File: config.mk
export PLATFORM = sky130hd
export DESIGN_NAME = pic_int_ack_ctrl
export DESIGN_NICKNAME = d
export VERILOG_FILES = /design/src/rtl/pic_pkg.sv /design/src/rtl/pic_priority_resolver.sv /design/src/rtl/pic_int_ack_ctrl.sv
export SDC_FILE = /design/constraint.sdc
export NUM_CORES = 1
export LEC_CHECK = 0
export ABC_AREA = 1
export CORE_ASPECT_RATIO = 1.4
export CORE_UTILIZATION = 28
export DETAILED_ROUTE_END_ITERATION = 10
export PLACE_DENSITY = 0.49
export SETUP_SLACK_MARGIN = 0.3
export SLEW_MARGIN = 20
export SYNTH_ARGS = -nofsm -noshare
export SYNTH_HDL_FRONTEND = slang
export SYNTH_HIERARCHICAL = 1
export SYNTH_SLANG_ARGS = --single-unit
File: constraint.sdc
create_clock -name clk -period 2.2 [get_ports clk]
set_input_delay 0.33 -clock clk [delete_from_list [all_inputs] [get_ports clk]]
set_output_delay 0.33 -clock clk [all_outputs]
set_load 0.02 [all_outputs]
File: src/rtl/pic_pkg.sv
// rtl/pic_pkg.sv - shared types, constants and priority helper for the PIC interrupt core
package pic_pkg;

    localparam int IR_W = 8;
    localparam int LVL_W = 3;
    localparam logic [LVL_W-1:0] SPURIOUS_LVL = 3'd7;

    typedef enum logic [1:0] {
        IDLE = 2'd0,
        ACK1 = 2'd1,
        GAP  = 2'd2,
        ACK2 = 2'd3
    } pic_state_t;

    // Returns {valid, level} of the lowest-index (highest-priority) set bit.
    function automatic logic [LVL_W:0] highest_pri(input logic [IR_W-1:0] v);
        logic [LVL_W:0] r;
        r = '0;
        for (int i = IR_W - 1; i >= 0; i--) begin
            if (v[i]) begin
                r = {1'b1, i[LVL_W-1:0]};
            end
        end
        return r;
    endfunction

endpackage

File: src/rtl/pic_priority_resolver.sv
// rtl/pic_priority_resolver.sv - fixed-priority, fully nested request resolver
module pic_priority_resolver
    import pic_pkg::*;
(
    input  logic [IR_W-1:0]  irr,
    input  logic [IR_W-1:0]  imr,
    input  logic [IR_W-1:0]  isr,
    output logic             pending,
    output logic [LVL_W-1:0] req_lvl
);

    logic [LVL_W:0] cand_hp;
    logic [LVL_W:0] isr_hp;

    // A request only interrupts the CPU if it outranks everything in service.
    always_comb begin
        cand_hp = highest_pri(irr & ~imr);
        isr_hp  = highest_pri(isr);
        req_lvl = cand_hp[LVL_W-1:0];
        pending = cand_hp[LVL_W] &&
                  (!isr_hp[LVL_W] || (cand_hp[LVL_W-1:0] < isr_hp[LVL_W-1:0]));
    end

endmodule

File: src/rtl/pic_int_ack_ctrl.sv
// rtl/pic_int_ack_ctrl.sv - IRR/ISR, INT generation and two-pulse INTA vector sequencer
module pic_int_ack_ctrl
    import pic_pkg::*;
#(
    parameter int NUM_IR   = 8,
    parameter int VEC_HI_W = 5
) (
    input  logic                      clk,
    input  logic                      rst,
    input  logic [NUM_IR-1:0]         ir,
    input  logic                      ltim,
    input  logic [VEC_HI_W-1:0]       icw2_vec,
    input  logic                      aeoi,
    input  logic [NUM_IR-1:0]         imr,
    input  logic                      init_busy,
    input  logic                      eoi_ns,
    input  logic                      eoi_sp,
    input  logic [LVL_W-1:0]          eoi_lvl,
    input  logic                      inta_n,
    output logic                      intr,
    output logic [VEC_HI_W+LVL_W-1:0] vec_out,
    output logic                      vec_oe,
    output logic [NUM_IR-1:0]         irr,
    output logic [NUM_IR-1:0]         isr
);

    pic_state_t        state;
    pic_state_t        state_nx;
    logic [NUM_IR-1:0] ir_prev;
    logic              inta_prev;
    logic [LVL_W-1:0]  sel;
    logic              spurious;

    logic              pending;
    logic [LVL_W-1:0]  req_lvl;
    logic              inta_fall;
    logic              inta_rise;
    logic              ack_start;
    logic              vec_load;
    logic              ack_end;

    logic [LVL_W:0]    isr_hp;
    logic [NUM_IR-1:0] eoi_clr;
    logic [NUM_IR-1:0] aeoi_clr;
    logic [NUM_IR-1:0] ack_set;
    logic [NUM_IR-1:0] irr_base;
    logic [NUM_IR-1:0] irr_nx;
    logic [NUM_IR-1:0] isr_nx;

    pic_priority_resolver u_resolver (
        .irr     (irr),
        .imr     (imr),
        .isr     (isr),
        .pending (pending),
        .req_lvl (req_lvl)
    );

    assign inta_fall = inta_prev & ~inta_n;
    assign inta_rise = ~inta_prev & inta_n;

    // INTA sequencer: next state plus one-cycle action strobes for the datapath.
    always_comb begin
        state_nx  = state;
        ack_start = 1'b0;
        vec_load  = 1'b0;
        ack_end   = 1'b0;
        case (state)
            IDLE: begin
                if (inta_fall) begin
                    ack_start = 1'b1;
                    state_nx  = ACK1;
                end
            end
            ACK1: begin
                if (inta_rise) begin
                    state_nx = GAP;
                end
            end
            GAP: begin
                if (inta_fall) begin
                    vec_load = 1'b1;
                    state_nx = ACK2;
                end
            end
            ACK2: begin
                if (inta_rise) begin
                    ack_end  = 1'b1;
                    state_nx = IDLE;
                end
            end
            default: state_nx = IDLE;
        endcase
    end

    // Sequencer state register; init_busy forces it home.
    always_ff @(posedge clk or posedge rst) begin
        if (rst) begin
            state <= IDLE;
        end else if (init_busy) begin
            state <= IDLE;
        end else begin
            state <= state_nx;
        end
    end

    // Next IRR/ISR: EOI and auto-EOI clears first, then the acknowledge set.
    always_comb begin
        isr_hp   = highest_pri(isr);
        eoi_clr  = '0;
        aeoi_clr = '0;
        ack_set  = '0;
        if (eoi_sp) begin
            eoi_clr[eoi_lvl] = 1'b1;
        end else if (eoi_ns && isr_hp[LVL_W]) begin
            eoi_clr[isr_hp[LVL_W-1:0]] = 1'b1;
        end
        if (ack_end && aeoi && !spurious) begin
            aeoi_clr[sel] = 1'b1;
        end
        if (ack_start && pending) begin
            ack_set[req_lvl] = 1'b1;
        end
        isr_nx   = (isr & ~eoi_clr & ~aeoi_clr) | ack_set;
        irr_base = ltim ? ir : (irr | (ir & ~ir_prev));
        irr_nx   = irr_base & ~ack_set;
    end

    // Request/service registers, INT output and edge-detect history.
    always_ff @(posedge clk or posedge rst) begin
        if (rst) begin
            irr       <= '0;
            isr       <= '0;
            intr      <= 1'b0;
            ir_prev   <= '1;
            inta_prev <= 1'b1;
        end else begin
            inta_prev <= inta_n;
            ir_prev   <= ir;
            if (init_busy) begin
                irr  <= '0;
                isr  <= '0;
                intr <= 1'b0;
            end else begin
                irr  <= irr_nx;
                isr  <= isr_nx;
                intr <= (state == IDLE) && pending && !ack_start;
            end
        end
    end

    // Acknowledge bookkeeping and vector presentation to the data bus buffer.
    always_ff @(posedge clk or posedge rst) begin
        if (rst) begin
            sel      <= '0;
            spurious <= 1'b0;
            vec_out  <= '0;
            vec_oe   <= 1'b0;
        end else if (init_busy) begin
            vec_oe <= 1'b0;
        end else begin
            if (ack_start) begin
                sel      <= pending ? req_lvl : SPURIOUS_LVL;
                spurious <= !pending;
            end
            if (vec_load) begin
                vec_out <= {icw2_vec, sel};
                vec_oe  <= 1'b1;
            end
            if (ack_end) begin
                vec_oe <= 1'b0;
            end
        end
    end

endmodule
==> impl_metrics.py, run 1 <==
metrics = {
    "drt": {
        "met3_length_um": 159,
        "drt-initial-drc-count": 63,
        "ant_nets": 0,
        "top_layer": "met4",
        "drt_first_pass_iters": 4,
        "route.met2.wl_um": 3676,
        "via_count": 2311,
        "drt-total-wl_um": 6810,
        "m1WireLength_um": 2901,
        "drc": 0,
        "routed_via_density": 4.505,
        "avgRoutedWirePerCell_um": 13.27,
    },
    "timing": {
        "timing_worst_slew_pin_value_ns": 0.5356,
        "setup_viol": 16,
        "min_period_ns": 2.328,
        "period_share_pct": 105.8,
        "fin_ws_ns": -0.1282,
        "clock_skew_ns": 0.005902,
        "hold_viol": 0,
        "fmax_mhz": 429.5,
        "maxSlewHeadroom_pct": 64.29,
        "slew_viol_final": 0,
        "rsz0062_at_grt": "true",
        "holdWs_ns": 0.4854,
    },
    "worst_setup_path": {
        "setup.worst_path.start_class": "register",
        "cp_num_cells": 18,
        "cp.arrival_ns": 2.50,
        "reg2reg_from": "irr[0]",
        "crit_path_cell_trace": "inv_1, nor2_1, inv_1, nand4_1, buf_4, buf_4, buf_4, buf_4, buf_4, nor3_4, a21oi_2, inv_1, nor2_1, inv_1, nor2_2, inv_2, nor2_4, nor3_1",
        "startpoint": "irr[0]",
        "worst-r2r-cell-count": 18,
        "path_common_cell": "buf_4",
        "cp-end-kind": "register",
        "cp_num_buf_inv": 10,
        "required_ns": 2.37,
        "crit_type": "reg -> reg",
        "crit_fanout": 4,
        "slowest_stage": "dfrtp_2",
        "cp_slowest_stage_delay_ns": 0.40,
        "crit_family": "buffers and inverters",
    },
    "clock_network": {
        "clock_path_buffers": 2,
        "hold_buffers": 0,
        "cts_buffers": 5,
        "cts-htree-levels": 2,
        "cts_tree": "built",
        "clk_latency_ns": 0.28,
        "root_buffer": "clkbuf_16",
        "clkTransAtPathRegs_ns": 0.06,
        "clock_sinks": 41,
    },
    "pwr": {
        "intPower_uw": 1914,
        "p_per_area_nw_per_um2": 769.3,
        "clock_power_share_pct": 26.5,
        "power_frac_seq_pct": 35.5,
        "power.leakage_uw": 0.001761,
        "peakVddDrop_mv": 0.4344,
        "p_comb_share_pct": 38.0,
        "power.total_uw": 2870,
        "p_sw_uw": 956.5,
        "sw_frac_of_total_pct": 33.33,
    },
    "die": {
        "die_y_um": 111.1,
        "core_area_um2": 8198,
        "ios": 58,
        "dieArea_um2": 8877,
        "start_util_pct": 29.03,
        "die_x_um": 79.92,
        "row_count": 39,
    },
    "synth": {
        "synth_top_cell_by_area": "dfrtp_1",
        "netlist_area_um2": 2380,
        "synth_common_cells": "nand2_1 (68), inv_1 (54), nor2_1 (35)",
        "yosysSeqAreaShare_pct": 43.59,
        "ys.flop_type": "dfrtp_1",
        "synth_top_cell_area_share_pct": 33.65,
        "synth_seq_cells": 41,
        "synth.distinct_cells": 33,
        "yosys_warnings": 6,
        "avgSynthCellArea_um2": 7.777,
        "synthArstFlopShare_pct": 100.0,
        "synth_area_leaders": "dfrtp_1 (34%), nand2_1 (11%), dfstp_2 (9.9%), inv_1 (8.5%), nor2_1 (5.5%)",
        "synth_edf_count": 0,
        "yosysMostFrequentCell": "nand2_1",
        "syn-instance-count": 306,
        "syn-num-nets": 344,
    },
    "layout": {
        "n_fill_cell": 841,
        "utilization_pct": 45.51,
        "final_cells": 513,
        "area_growth_pct": 56.78,
        "drive_gt1_share_pct": 32.12,
        "multi_input_area_um2": 1271,
        "regArea_um2": 1049,
        "diodes": 0,
        "final_nets": 448,
    },
    "outcome": {
        "violations": "setup timing",
        "status": "complete, but fails checks",
    },
    "run": {
        "drv_cap": 0,
    },
    "grt": {
        "gr-total-overflow": 0,
        "grt_pass1_vias": 2329,
        "grt.total_usage_pct": 16.52,
        "grt_pass1_wl_um": 11400,
        "grt_max_degree": 42,
        "antenna_found_initial": 0,
    },
    "place": {
        "pre_cts_ws_ns": -0.4249,
        "routabilityCongestion": 0.8657,
        "port_buffers": 57,
        "dp.cells": 490,
        "hpwl_um": 5183,
    },
    "min_path": {
        "hp-class": "in -> async",
    },
}
## final cells by class
| type | instances | area share [%] |
|---|---|---|
| multi-input combinational | 203 | 34.07 |
| sequential | 41 | 28.10 |
| timing repair buffer | 101 | 24.31 |
| inverter | 58 | 5.869 |
| clock buffer | 7 | 4.091 |
| tap | 102 | 3.421 |
| clock inverter | 1 | 0.1341 |
## per-stage QoR
step,setup TNS (ns),area (µm²)
final,-0.9513,3731
after global routing,-4.199,3731
after CTS,-0.3702,3645
after detailed placement,-6.668,3321
after global placement,-5.537,3321
after floorplan,0,2436
## final timing paths
| check | end | slack (ns) |
|---|---|---|
| max | irr[4] | -0.13 |
| min | irr[5] | 0.49 |
| max reg2reg | irr[4] | -0.13 |
| min reg2reg | vec_out[0] | 0.49 |
| max in group asynchronous | isr[3] | 1.31 |
| min in group clk | vec_out[0] | 0.49 |
## cells by family (layout without fill, tap and decap cells)
group | count (synthesis) | after routing | share of synthesized area [%]
and+or+nand+nor | 147 | 147 | 28.50
DFF | 41 | 41 | 43.59
buffers and inverters | 62 | 167 | 10.46
adders and majority gates | 6 | 6 | 3.154
muxes | 5 | 5 | 2.839
AOI/OAI and AO/OA | 45 | 45 | 11.46
## repair_timing
item                       in CTS  in global routing
setup endpoints to repair      21                 21
buffers inserted               10                  5
pin swaps                      24                 18
resized for setup              31                 14
## registers in the layout, indices dropped and copies added (netlist names)
name	count
spurious	1
intr	1
vec_out	8
inta_prev	1
vec_oe	1
isr	8
sel	3
state	2
irr	8
ir_prev	8
## cell usage in the layout (no fill, tap or decap), types with 3 or more instances in the layout
master	Yosys	final
nor2_1	35	25
nor2_4	2	7
nand2_1	68	64
inv_1	54	48
clkbuf_16	0	5
ha_1	6	5
inv_2	3	9
dfstp_2	9	9
nand2_2	1	5
nor3_1	14	11
nand4_1	4	4
dfrtp_1	32	23
a22oi_1	10	9
nand3_2	2	3
dlygate4sd2_1	0	5
nand2_4	3	3
buf_4	0	42
o21ai_0	10	8
nor3_2	2	3
mux2_4	3	3
a21oi_2	2	9
nand3_1	10	9
clkdlybuf4s50_1	0	50
a31oi_1	6	5
nor2_2	3	8
a21oi_1	14	7
dfrtp_2	0	9
## power by group through the flow
stage	registers (µW)	logic, µW	clock network, µW
final	1020	1090	759
after global routing	1050	1200	813
after CTS	1020	1060	784
after detailed placement	1030	978	0
after global placement	1030	971	0
after floorplan	1130	453	0
## layer usage
| metal | GRT usage, % | vias to the layer above |
|---|---|---|
| met4 | 4.286 | 0 |
| met1 | 20.51 | 1093 |
| met3 | 2.058 | 6 |
| li1 | - | 1179 |
| met5 | 0 | - |
| met2 | 29.52 | 33 |
## worst min-delay path: cells and delay by family
kind / cells / cell delay [ns]
buffers and inverters: 3 / 0.89
(Power assumes the default switching activity.)
==> inputs of run 2 (changes only) <==
CTS_CLUSTER_SIZE = 24   (was unset)
==> results of run 2 <==
The final DEF is identical to that of run 1; final timing and power are the same.
